$ cat src/rtl/uart_rx_frame_deser.sv
// UART receive deserializer and frame checker: collects sampler strobes into a parallel word with parity/stop flags.
// Optional build macro UART_RX_DESER_HOLD_EN turns Data_Valid into a held level with Rd_Ack handshake and an Overrun flag.
module uart_rx_frame_deser #(
  parameter int DATA_WIDTH = 8,
  parameter int MSB_FIRST  = 0,
  parameter int STOP_BITS  = 1
) (
  input  logic                  CLK,
  input  logic                  RST,
  input  logic                  Start_Det,
  input  logic                  Sample_Valid,
  input  logic                  Sample_Data,
  input  logic                  Par_En,
  input  logic                  Par_Typ,
  input  logic                  Abort,
  input  logic                  Rd_Ack,
  output logic [DATA_WIDTH-1:0] P_DATA,
  output logic                  Data_Valid,
  output logic                  Par_Err,
  output logic                  Stop_Err,
  output logic                  Busy
`ifdef UART_RX_DESER_HOLD_EN
  ,
  output logic                  Overrun
`endif
);

  localparam int CW = $clog2(DATA_WIDTH + 1);

  localparam logic [1:0] S_IDLE   = 2'd0;
  localparam logic [1:0] S_DATA   = 2'd1;
  localparam logic [1:0] S_PARITY = 2'd2;
  localparam logic [1:0] S_STOP   = 2'd3;

  logic [1:0]            state_q, state_d;
  logic [CW-1:0]         cnt_q, cnt_d;
  logic [DATA_WIDTH-1:0] shift_q, shift_d;
  logic                  run_par_q, run_par_d;
  logic                  par_en_q, par_en_d;
  logic                  par_typ_q, par_typ_d;
  logic                  par_err_q, par_err_d;
  logic                  stop_err_q, stop_err_d;
  logic                  stop_cnt_q, stop_cnt_d;
  logic [DATA_WIDTH-1:0] p_data_q, p_data_d;
  logic                  data_valid_q, data_valid_d;
  logic                  par_err_out_q, par_err_out_d;
  logic                  stop_err_out_q, stop_err_out_d;
  logic                  overrun_q, overrun_d;
  logic [CW-1:0]         data_idx;

  assign data_idx = (MSB_FIRST != 0) ? (CW'(DATA_WIDTH - 1) - cnt_q) : cnt_q;

  // Abort outranks every other input; in IDLE it also swallows a same-cycle Start_Det.
  always_comb begin
    state_d        = state_q;
    cnt_d          = cnt_q;
    shift_d        = shift_q;
    run_par_d      = run_par_q;
    par_en_d       = par_en_q;
    par_typ_d      = par_typ_q;
    par_err_d      = par_err_q;
    stop_err_d     = stop_err_q;
    stop_cnt_d     = stop_cnt_q;
    p_data_d       = p_data_q;
    par_err_out_d  = par_err_out_q;
    stop_err_out_d = stop_err_out_q;
`ifdef UART_RX_DESER_HOLD_EN
    data_valid_d   = data_valid_q & ~Rd_Ack;
    overrun_d      = overrun_q & ~Rd_Ack;
`else
    data_valid_d   = 1'b0;
    overrun_d      = 1'b0;
`endif
    if (state_q == S_IDLE) begin
      if (!Abort && Start_Det) begin
        state_d    = S_DATA;
        cnt_d      = '0;
        shift_d    = '0;
        run_par_d  = 1'b0;
        par_en_d   = Par_En;
        par_typ_d  = Par_Typ;
        par_err_d  = 1'b0;
        stop_err_d = 1'b0;
        stop_cnt_d = 1'b0;
      end
    end else if (Abort) begin
      state_d = S_IDLE;
    end else if (Sample_Valid) begin
      case (state_q)
        S_DATA: begin
          for (int i = 0; i < DATA_WIDTH; i++) begin
            if (data_idx == CW'(i)) shift_d[i] = Sample_Data;
          end
          run_par_d = run_par_q ^ Sample_Data;
          cnt_d     = cnt_q + 1'b1;
          if (cnt_q == CW'(DATA_WIDTH - 1)) state_d = par_en_q ? S_PARITY : S_STOP;
        end
        S_PARITY: begin
          if (Sample_Data != (run_par_q ^ par_typ_q)) par_err_d = 1'b1;
          stop_cnt_d = 1'b0;
          state_d    = S_STOP;
        end
        default: begin
          if (!Sample_Data) stop_err_d = 1'b1;
          if (stop_cnt_q == 1'(STOP_BITS - 1)) begin
            p_data_d       = shift_q;
            par_err_out_d  = par_err_q;
            stop_err_out_d = stop_err_q | ~Sample_Data;
            data_valid_d   = 1'b1;
`ifdef UART_RX_DESER_HOLD_EN
            if (data_valid_q && !Rd_Ack) overrun_d = 1'b1;
`endif
            state_d        = S_IDLE;
          end else begin
            stop_cnt_d = 1'b1;
          end
        end
      endcase
    end
  end

  always_ff @(posedge CLK or posedge RST) begin
    if (RST) begin
      state_q        <= S_IDLE;
      cnt_q          <= '0;
      shift_q        <= '0;
      run_par_q      <= 1'b0;
      par_en_q       <= 1'b0;
      par_typ_q      <= 1'b0;
      par_err_q      <= 1'b0;
      stop_err_q     <= 1'b0;
      stop_cnt_q     <= 1'b0;
      p_data_q       <= '0;
      data_valid_q   <= 1'b0;
      par_err_out_q  <= 1'b0;
      stop_err_out_q <= 1'b0;
      overrun_q      <= 1'b0;
    end else begin
      state_q        <= state_d;
      cnt_q          <= cnt_d;
      shift_q        <= shift_d;
      run_par_q      <= run_par_d;
      par_en_q       <= par_en_d;
      par_typ_q      <= par_typ_d;
      par_err_q      <= par_err_d;
      stop_err_q     <= stop_err_d;
      stop_cnt_q     <= stop_cnt_d;
      p_data_q       <= p_data_d;
      data_valid_q   <= data_valid_d;
      par_err_out_q  <= par_err_out_d;
      stop_err_out_q <= stop_err_out_d;
      overrun_q      <= overrun_d;
    end
  end

  assign P_DATA     = p_data_q;
  assign Data_Valid = data_valid_q;
  assign Par_Err    = par_err_out_q;
  assign Stop_Err   = stop_err_out_q;
  assign Busy       = (state_q != S_IDLE);

`ifdef UART_RX_DESER_HOLD_EN
  assign Overrun = overrun_q;
`else
  logic unused_hold_sigs;
  assign unused_hold_sigs = Rd_Ack ^ overrun_q;
`endif

endmodule

$ cat config.mk
export PLATFORM = sky130hd
export DESIGN_NAME = uart_rx_frame_deser
export DESIGN_NICKNAME = d
export VERILOG_FILES = /design/src/rtl/uart_rx_frame_deser.sv
export SDC_FILE = /design/constraint.sdc
export NUM_CORES = 1
export LEC_CHECK = 0
export CAP_MARGIN = 20
export CORE_MARGIN = 5
export CORE_UTILIZATION = 35
export CTS_CLUSTER_SIZE = 14
export DETAILED_ROUTE_END_ITERATION = 10
export MAX_ROUTING_LAYER = met4
export PLACE_DENSITY = 0.67
export SLEW_MARGIN = 10
export SYNTH_ARGS = -nofsm -noshare
export SYNTH_HDL_FRONTEND = slang
export SYNTH_SLANG_ARGS = --single-unit
$ cat constraint.sdc
create_clock -name CLK -period 3.75 [get_ports CLK]
set_input_delay 0.75 -clock CLK [delete_from_list [all_inputs] [get_ports CLK]]
set_output_delay 0.75 -clock CLK [all_outputs]
set_load 0.02 [all_outputs]
== Word level (Yosys, flattened, before mapping) ==
Cells that the tools add are included.

* Bitwise gates (word level): 8
* Add/sub/neg operators: 1
* Muxes and demuxes: 51
* Reduce and logical (&&, ||, !) cells: 34
* Eq/ne operators: 17

{| class="wikitable"
|+ Operator list
! kind !! count
|-
| AND reduction 5 bit || 11
|-
| two-way mux 8 bit || 5
|-
| two-way mux 1 bit || 33
|-
| nonzero test 2 bit || 13
|-
| two-way mux 4 bit || 5
|-
| == test 4 x 3 -> 1 bit, second input constant || 4
|-
| two-way mux 2 bit || 6
|-
| AND reduction 4 bit || 3
|-
| == test 4 x 2 -> 1 bit, second input constant || 2
|-
| != test 2 x 1 -> 1 bit, second input constant || 4
|-
| != test 5 x 2 -> 1 bit, second input constant || 1
|-
| inverter 1 bit || 5
|-
| adder 4 x 1 -> 4 bit, second input constant || 1
|-
| == test 4 x 1 -> 1 bit, second input constant || 1
|-
| logical NOT 4 bit || 1
|-
| != test 4 bit, second input constant || 1
|-
| case mux 2 bit (2 select lines) || 1
|-
| nonzero test 3 bit || 1
|-
| == test 2 x 1 -> 1 bit, second input constant || 1
|-
| == test 2 bit, second input constant || 1
|-
| logical NOT 2 bit || 1
|-
| != test 2 bit, second input constant || 1
|-
| case mux 1 bit (2 select lines) || 1
|-
| AND reduction 2 bit || 1
|-
| 6 further kinds || 7
|}

* Register bits after elaboration: 31
* Output and inout bits: 12

== Logic depth before layout (Yosys ltp) ==
Gate-level depths: netlist (run 1).

* Depth in word-level cells: 7
* Mapped depth: 8
* Gate-level depth less buffers: 6

== Worst setup path before layout (run 1) ==
No wires, ideal clock.

* Kind: reg2out
* Start point: register state_q[0]
* End point: output port Busy
* Cell stages (with the launch flop): 5
* Required time: 3.000 ns
* Data arrival time: 1.118 ns
* Slack: 1.882 ns
* Buffers on the path: 1
* Path through: dfrtp_1 inv_1 ha_1 clkbuf_1 inv_1

* Longest elaborated chain between the ends: 1

{| class="wikitable"
|+ Ends and longest elaborated chain
! element !! line !! text
|-
| start, declared || 35 || <nowiki>logic [1:0] state_q, state_d;</nowiki>
|-
| start signal, assigned || 139 || <nowiki>state_q <= state_d;</nowiki>
|-
| nonzero test 2 bit || 160 || <nowiki>assign Busy = (state_q != S_IDLE);</nowiki>
|-
| end, declared || 21 || <nowiki>output logic Busy</nowiki>
|}

No other way between the ends.

== Final worst setup path (run 1) ==
Same ends and word-level chain as after synthesis.

==> metrics.csv, run 1 <==
stage,metric,value,unit
placement,post-place-ws,1.05,ns
clocking,cts_tree,done,
placement,place_congestion,0.734,
finish,nets,180,
synthesis,synth.avg_cell_area,11.3,µm²
sta,tightest_slew,0.699,ns
sta,fmax,330,MHz
worst_setup_path,crit_buf_inv,3,
synthesis,synthesis.area,1580,µm²
worst_setup_path,reg2reg_slack,1.44,ns
grt,grt_max_degree,31,
synthesis,synthTopCellsByCount,"dfrtp_1 (30), mux2_2 (18), a21oi_1 (11), nor2b_1 (11), inv_1 (10)",
clocking,clock_path_buffers,2,
synthesis,netlist.area_leader.share,47.6,%
clocking,cts_sinks,30,
floorplanning,die-area,5950,µm²
hold_path,hold_class,reg2reg,
worst_setup_path,required,3.00,ns
sta,setup_ws,0.718,ns
drt,wl_met3,111,µm
clocking,cts-htree-levels,2,
clocking,ctsResizeCount,0,
placement,port_buffers,19,
finish,drive_above_1_share,19.6,%
grt,track_usage,11.6,%
synthesis,synth_nets,158,
sta,rsz0062_at_grt,false,
finish,multi_input_area,756,µm²
grt,grt_pass1_wl,5.39,mm
sta,finalClockSkew,0.00641,ns
synthesis,asyncSetResetFlopFracSynth,100,%
sta,final.setup.tns,0,ns
drt,drt_iter0_drc,65,
worst_setup_path,crit_top_cell,inv_1,
worst_setup_path,cp-start-kind,register,
drt,wl,3.18,mm
grt,antenna_found_initial,0,
worst_setup_path,crit_fanout,21,
clocking,root_buffer,clkbuf_8,
synthesis,synthDistinctLibCells,32,
synthesis,yosysSeqAreaShare,47.6,%
sta,setup_viol,0,
pwr,p_leak,0.000850,µW
synthesis,ys.flop_type,dfrtp_1,
drt,detail_route.wl_per_cell,14.8,µm
worst_setup_path,cp_cell_sequence,inv_1 -> ha_1 -> inv_1 -> clkdlybuf4s50_1,
synthesis,synth_top_family_by_area,multiplexers,
floorplanning,core-area,4350,µm²
floorplanning,io_pins,21,
worst_setup_path,worstSetupPathType,reg2out,
clocking,ctsHoldBuffers,0,
drt,antenna_left,0,
worst_setup_path,cp_data_arrival_time,2.28,ns
pwr,peakVddDrop,174,µV
worst_setup_path,endpoint_kind,primary output,
synthesis,synthCells,140,
worst_setup_path,timing.critical_path.slowest_cell_delay,0.63,ns
synthesis,synth_xor_area_share,1.11,%
drt,first_pass_iters,5,
sta,hold_violations,0,
clocking,cts_buffers,5,
floorplanning,fp.dieW,77.1,µm
synthesis,synth_compound_area_share,10.6,%
sta,slew_violations,0,
grt,grt_pass1_vias,1090,
drt,wl_met2,1.61,mm
synthesis,synth_edf_count,0,
flow_run,cap_viol_max_count,0,
sta,slew_headroom,53.4,%
synthesis,synth.area.mux_share,17.2,%
synthesis,synth.area.top_cells,"dfrtp_1 (48%), mux2_2 (13%), ha_1 (7.1%)",
clocking,clock_latency,0.28,ns
outcome,status,completed,
grt,grt_overflow_total,0,
sta,layout_min_cycle_time,3.03,ns
synthesis,yosys.area_share.adder,7.14,%
finish,syn2layout_area_growth,21.3,%
finish,antennaDiodeCount,0,
placement,dp_hpwl,2.23,mm
clocking,cts_setup_buffers,0,
synthesis,yosys.area_share.simple,11.8,%
drt,drt-met1-wl,1.40,mm
floorplanning,die_h,77.1,µm
clocking,path_clk_slew,0.07,ns
drt,drc_errors,0,
drt,highest_layer,met4,
worst_setup_path,slowest_stage,ha_1,
finish,register_area,751,µm²
drt,dr_total_vias,1112,
synthesis,synth_seq_cells,30,
finish,nFillCells,397,
synthesis,yosysTopAreaCell,dfrtp_1,
sta,period_share,80.9,%
pwr,power.density,818,nW/µm²
floorplanning,initial_core_util,36.2,%
synthesis,synth_warnings,0,
synthesis,synth.most_common_cell,dfrtp_1,
worst_setup_path,worst_path_dominant_cell_family,buffers and inverters,
floorplanning,rows,24,
drt,vias_per_cell,5.17,
==> sequential cells by signal, summed over array words and instances, names as in the netlist, 2 cells and up <==
name,cells
shift_q,8
state_q,2
cnt_q,4
P_DATA,8
==> worst paths after layout <==
| kind | startpoint | to | depth (start not counted) |
|---|---|---|---|
| max in group asynchronous | RST | shift_q[0]$_DFFE_PP0P_ | 3 |
| min in group asynchronous | RST | stop_err_q$_DFFE_PP0P_ | 2 |
| worst min register to register | P_DATA[4]$_DFFE_PP0P_ | P_DATA[4]$_DFFE_PP0P_ | 1 |
| worst max register to register | state_q[0]$_DFFE_PP0P_ | shift_q[7]$_DFFE_PP0P_ | 6 |
| worst min-delay path | P_DATA[4]$_DFFE_PP0P_ | P_DATA[4]$_DFFE_PP0P_ | 1 |
| worst max-delay path | state_q[0]$_DFFE_PP0P_ | Busy | 4 |
==> cell families after synthesis <==
logic type | Yosys count
AOI/OAI and AO/OA | 27
xor gates and xnor gates | 2
adders and majority gates | 9
buffers and inverters | 16
DFF | 30
muxes | 24
and+or+nand+nor | 32
==> placed cells by master (no fill, tap or decap), types with 2 or more instances in the layout <==
cell type,synthesis,final
o21ai_0,3,3
nor3_1,3,3
nand2_1,4,4
dfrtp_1,30,30
a21o_1,2,2
clkdlybuf4s50_1,0,19
nor2b_1,11,11
ha_1,9,9
a21oi_1,11,11
clkbuf_8,0,6
inv_1,10,9
a31oi_1,5,5
mux2_2,18,18
nor2_1,6,6
mux2i_1,4,4
xnor2_1,2,2
nand2b_1,2,2
==> layout make-up <==
type / count / area share, %
Inverter: 10 / 1.96
Sequential cell: 30 / 39.2
Timing Repair Buffer: 21 / 11.1
Clock inverter: 1 / 0.262
Tap cell: 52 / 3.40
Clock buffer: 7 / 4.51
Multi-Input combinational cell: 94 / 39.5
==> power breakdown <==
part / switching, µW / leakage (µW) / internal (µW)
logic: 393 / 0.000421 / 359
clock network: 118 / 0.0000482 / 148
registers: 86.7 / 0.000380 / 461
total: 598 / 0.000850 / 968
==> metrics by stage <==
step	hold WS, ns	total power [µW]	area [µm²]	cells	utilization [%]
5_1_grt	0.525	1680	1910	215	43.9
3_5_place_dp	0.496	1300	1810	206	41.5
3_3_place_gp	0.486	1260	1810	206	41.5
2_1_floorplan	0.471	1080	1580	140	-
6_report	0.504	1570	1910	215	43.9
4_1_cts	0.510	1570	1900	214	43.6
==> routing by layer <==
layer	vias up	global-route usage [%]
met5	-	-
met4	0	6.70
met3	6	2.11
met2	30	18.6
met1	546	13.6
li1	530	-
No activity file was read; power rests on OpenSTA's default activity.
==> run 2, diff against run 1 <==
==> constraint.sdc (replaced) <==
create_clock -name CLK -period 3.1 [get_ports CLK]
set_input_delay 0.62 -clock CLK [delete_from_list [all_inputs] [get_ports CLK]]
set_output_delay 0.62 -clock CLK [all_outputs]
set_load 0.02 [all_outputs]
==> metrics.csv, run 2 (same netlist as run 1, synthesis figures left out) <==
stage,metric,value,unit,change
outcome,status,completed,,
sta,slew_headroom,59.4,%,+6.0 points
sta,finalClockSkew,0.00643,ns,+0.0000144 ns
worst_setup_path,crit_buf_inv,3,,unchanged
clocking,root_buffer,clkbuf_8,,
sta,final.setup.tns,0,ns,unchanged
sta,tightest_slew,0.608,ns,-0.0915 ns
floorplanning,core-area,4350,µm²,unchanged
placement,place_congestion,0.730,,-0.45%
finish,layout.cells.most_common_list,"dfrtp_1 (30), clkdlybuf4s50_1 (19), mux2_2 (18), nor2b_1 (11), a21oi_1 (11)",,
drt,drc_errors,0,,unchanged
worst_setup_path,worstSetupPathType,reg2out,,
finish,antennaDiodeCount,0,,unchanged
clocking,ctsHoldBuffers,0,,unchanged
finish,register_area,751,µm²,unchanged
floorplanning,rows,24,,unchanged
sta,fmax,425,MHz,
clocking,cts_tree,done,,
drt,wl,2.91,mm,-8.3%
finish,finish.utilization,43.9,%,unchanged
drt,detail_route.wl_per_cell,13.5,µm,-8.8%
worst_setup_path,required,2.48,ns,-0.52 ns
drt,first_pass_iters,4,,-1
pwr,p_leak,0.000856,µW,+0.71%
sta,layout_min_cycle_time,2.35,ns,
worst_setup_path,cp-start-kind,register,,
placement,post-place-ws,0.734,ns,-0.312 ns
finish,drive_above_1_share,20.1,%,+0.49 points
finish,nFillCells,387,,-2.5%
grt,grt_pass1_vias,1065,,-2.3%
worst_setup_path,timing.critical_path.slowest_cell_delay,0.63,ns,about the same
clocking,ctsResizeCount,0,,unchanged
placement,dp_hpwl,2.19,mm,-1.8%
worst_setup_path,worst_path_dominant_cell_family,buffers and inverters,,
clocking,clock_path_buffers,2,,unchanged
clocking,cts_sinks,30,,unchanged
finish,multi_input_area,756,µm²,unchanged
drt,antenna_left,0,,unchanged
floorplanning,io_pins,21,,unchanged
grt,track_usage,11.2,%,-0.44 points
sta,setup_ws,0.748,ns,+0.0303 ns
finish,layout_commonest_cell,dfrtp_1,,
sta,hold_violations,0,,unchanged
pwr,power.density,978,nW/µm²,+20%
worst_setup_path,slowest_stage,clkdlybuf4s50_1,,
flow_run,cap_viol_max_count,0,,unchanged
sta,period_share,75.9,%,
worst_setup_path,crit_fanout,4,,-81%
clocking,cts_buffers,5,,unchanged
finish,nets,181,,+0.56%
clocking,cts-htree-levels,2,,unchanged
clocking,path_clk_slew,0.06,ns,about the same
sta,setup_viol,0,,unchanged
floorplanning,die_h,77.1,µm,unchanged
grt,antenna_found_initial,0,,unchanged
grt,grt_max_degree,31,,unchanged
grt,grt_pass1_wl,5.17,mm,-4.1%
drt,vias_per_cell,5.05,,-2.3%
worst_setup_path,endpoint_kind,primary output,,
pwr,peakVddDrop,246,µV,+41%
floorplanning,initial_core_util,36.2,%,unchanged
clocking,cts_setup_buffers,0,,unchanged
clocking,clock_latency,0.28,ns,about the same
sta,rsz0062_at_grt,false,,
drt,drt_iter0_drc,55,,-15%
worst_setup_path,crit_top_cell,inv_1,,
floorplanning,die-area,5950,µm²,unchanged
worst_setup_path,cp_cell_sequence,inv_1 -> ha_1 -> inv_1 -> clkdlybuf4s50_1,,
sta,slew_violations,0,,unchanged
finish,syn2layout_area_growth,21.3,%,unchanged
placement,port_buffers,19,,unchanged
drt,dr_total_vias,1091,,-1.9%
hold_path,hold_class,reg2reg,,
floorplanning,fp.dieW,77.1,µm,unchanged
worst_setup_path,cp_data_arrival_time,1.73,ns,-0.55 ns
grt,grt_overflow_total,0,,unchanged
run 2: cell count changes in the layout (fill, tap and decap cells not counted):
cell      previous run  this run
buf_8                1         0
clkinv_1             1         0
buf_4                1         3
inv_1                9        10
run 2: final timing paths:
kind	from	endpoint	slack [ns]	depth (start not counted)
min in group asynchronous	RST	cnt_q[0]$_DFFE_PP0P_	0.72	3
max	state_q[0]$_DFFE_PP0P_	Busy	0.75	4
min	P_DATA[7]$_DFFE_PP0P_	P_DATA[7]$_DFFE_PP0P_	0.50	1
max reg2reg	state_q[0]$_DFFE_PP0P_	shift_q[7]$_DFFE_PP0P_	1.09	6
min reg2reg	P_DATA[7]$_DFFE_PP0P_	P_DATA[7]$_DFFE_PP0P_	0.50	1
max in group asynchronous	RST	cnt_q[3]$_DFFE_PP0P_	2.11	3
run 2: cell type report:
| type | count | area share (%) |
|---|---|---|
| clock buffers | 7 | 4.51 |
| inverters | 10 | 1.96 |
| flip-flops and latches | 30 | 39.2 |
| well taps | 52 | 3.40 |
| multi-input cells | 94 | 39.5 |
| repair buffers | 22 | 11.1 |
| clock inverters | 1 | 0.262 |
run 2: where the power goes:
group	total, µW	switching (µW)	internal (µW)
combinational	896	459	437
clock	317	138	179
sequential	659	101	558
total	1870	698	1170
run 2: metrics by stage:
stage | cells | total power [µW] | area (µm²) | hold WS [ns]
2_1_floorplan | 140 | 1300 | 1580 | 0.471
3_3_place_gp | 208 | 1540 | 1820 | 0.487
3_5_place_dp | 208 | 1570 | 1820 | 0.495
4_1_cts | 216 | 1900 | 1910 | 0.509
5_1_grt | 216 | 2030 | 1910 | 0.527
6_report | 216 | 1870 | 1910 | 0.502
run 2: routing by layer:
layer	GRT usage, %	wire [µm]	share of wire, %	vias up
li1	-	-	-	531
met2	17.6	1480	51	14
met3	3.16	86	3.0	8
met5	-	0	0	-
met1	13.0	1270	43	538
met4	5.84	88	3.0	0
==> run 3, diff against run 2 <==
==> constraint.sdc (replaced) <==
create_clock -name CLK -period 2.23 [get_ports CLK]
set_input_delay 0.446 -clock CLK [delete_from_list [all_inputs] [get_ports CLK]]
set_output_delay 0.446 -clock CLK [all_outputs]
set_load 0.02 [all_outputs]
==> metrics.csv, run 3 (same netlist as run 1, synthesis figures left out) <==
stage,metric,value,unit,change
outcome,status,completed,,
clocking,cts-htree-levels,2,,unchanged
sta,layout_min_cycle_time,2.05,ns,
pwr,p_leak,0.000889,µW,+3.9%
clocking,cts_setup_buffers,0,,unchanged
clocking,cts_buffers,5,,unchanged
drt,drt_iter0_drc,50,,-9.1%
clocking,ctsHoldBuffers,0,,unchanged
grt,grt_max_degree,31,,unchanged
grt,grt_overflow_total,0,,unchanged
finish,layout.cells.most_common_list,"dfrtp_1 (30), mux2_2 (18), clkdlybuf4s50_1 (18), nor2b_1 (11), a21oi_1 (11)",,
sta,setup_viol,0,,unchanged
floorplanning,core-area,4350,µm²,unchanged
worst_setup_path,cp_data_arrival_time,2.21,ns,+0.48 ns
grt,track_usage,11.5,%,+0.29 points
sta,fmax,489,MHz,
worst_setup_path,endpoint_kind,register,,
floorplanning,die_h,77.1,µm,unchanged
finish,nets,186,,+2.8%
sta,period_share,91.7,%,
clocking,path_clk_slew,0.07,ns,about the same
sta,slew_headroom,73.5,%,+14 points
floorplanning,rows,24,,unchanged
pwr,peakVddDrop,391,µV,+59%
sta,hold_violations,0,,unchanged
worst_setup_path,crit_fanout,8,,+4
floorplanning,initial_core_util,36.2,%,unchanged
sta,tightest_slew,0.396,ns,-0.212 ns
drt,first_pass_iters,4,,unchanged
finish,drive_above_1_share,22.5,%,+2.4 points
clocking,clock_path_buffers,2,,unchanged
drt,detail_route.wl_per_cell,14.1,µm,+4.2%
drt,antenna_left,0,,unchanged
flow_run,cap_viol_max_count,0,,unchanged
pwr,power.density,1360,nW/µm²,+39%
drt,vias_per_cell,4.98,,-1.4%
clocking,ctsResizeCount,0,,unchanged
hold_path,hold_class,reg2reg,,
clocking,cts_sinks,30,,unchanged
sta,finalClockSkew,0.00857,ns,+0.00215 ns
placement,port_buffers,19,,unchanged
floorplanning,fp.dieW,77.1,µm,unchanged
placement,dp_hpwl,2.29,mm,+4.4%
floorplanning,io_pins,21,,unchanged
placement,dpl_cell_area,1860,µm²,+2.1%
floorplanning,die-area,5950,µm²,unchanged
clocking,cts_tree,done,,
worst_setup_path,worstSetupPathType,reg2reg,,
worst_setup_path,cp-start-kind,register,,
drt,dr_total_vias,1101,,+0.92%
worst_setup_path,required,2.39,ns,-0.09 ns
clocking,root_buffer,clkbuf_8,,
grt,grt_pass1_wl,5.34,mm,+3.3%
finish,syn2layout_area_growth,23.9,%,
sta,rsz0062_at_grt,false,,
finish,layout_commonest_cell,dfrtp_1,,
sta,slew_violations,0,,unchanged
grt,antenna_found_initial,0,,unchanged
grt,grt_pass1_vias,1141,,+7.1%
sta,final.setup.tns,0,ns,unchanged
placement,place_congestion,0.768,,+5.1%
drt,drc_errors,0,,unchanged
finish,antennaDiodeCount,0,,unchanged
drt,wl,3.11,mm,+6.6%
clocking,clock_latency,0.28,ns,about the same
finish,fin_area,1950,µm²,+2.1%
run 3: changes by cell type in the layout (fill, tap and decap cells not counted), sizes merged:
cell / change
buf: +5
dlymetal6s2s: +1
clkdlybuf4s50: -1
run 3: through the flow:
step / std cells / total power (µW) / util [%] / hold WS, ns / setup slack (ns)
detailed placement: 213 / 2220 / 42.7 / 0.495 / 0.145
floorplan: 140 / 1810 / - / 0.471 / 0.429
finish: 221 / 2650 / 44.9 / 0.503 / 0.184
CTS: 221 / 2680 / 44.8 / 0.509 / 0.0292
global route: 221 / 2850 / 44.9 / 0.518 / 0.0156
global placement: 213 / 2170 / 42.7 / 0.486 / 0.156
run 3: critical path: stages, from the launching register on:
cell and delay (ns):
dfrtp_1 0.39, inv_1 0.14, ha_1 0.37, mux2i_2 0.16, nor3_4 0.29, a21bo_2 0.27
mux2_4 0.29
run 3: path summary, 6_finish.rpt:
path                                   startpoint                      to  slack [ns]  depth (start not counted)
hold / removal              P_DATA[7]$_DFFE_PP0P_   P_DATA[7]$_DFFE_PP0P_        0.50                          1
min in group asynchronous                     RST   run_par_q$_DFFE_PP0P_        0.53                          3
hold reg to reg             P_DATA[7]$_DFFE_PP0P_   P_DATA[7]$_DFFE_PP0P_        0.50                          1
setup reg to reg           state_q[1]$_DFFE_PP0P_  shift_q[7]$_DFFE_PP0P_        0.18                          6
max in group asynchronous                     RST    cnt_q[3]$_DFFE_PP0P_        1.43                          3
setup / recovery           state_q[1]$_DFFE_PP0P_  shift_q[7]$_DFFE_PP0P_        0.18                          6
run 3: metal layers:
| layer | vias to the layer above | track usage, % | routed length (µm) |
|---|---|---|---|
| met5 | - | - | 0 |
| met4 | 0 | 4.64 | 63 |
| met3 | 5 | 3.16 | 99 |
| met2 | 16 | 19.4 | 1620 |
| met1 | 540 | 12.8 | 1320 |
| li1 | 540 | - | - |
run 3: layout make-up:
| class | instances | area [µm²] |
|---|---|---|
| tap | 52 | 65.1 |
| fill | 399 | 2400 |
| timing repair buffer | 27 | 253 |
| sequential | 30 | 751 |
| clock buffer | 7 | 86.3 |
| inverter | 10 | 37.5 |
| multi-input combinational | 94 | 756 |
| clock inverter | 1 | 5.00 |
run 3: where the power goes:
part | switching (µW) | total [µW] | internal [µW]
logic | 660 | 1290 | 627
clock network | 196 | 445 | 248
registers | 141 | 917 | 775
total | 997 | 2650 | 1650
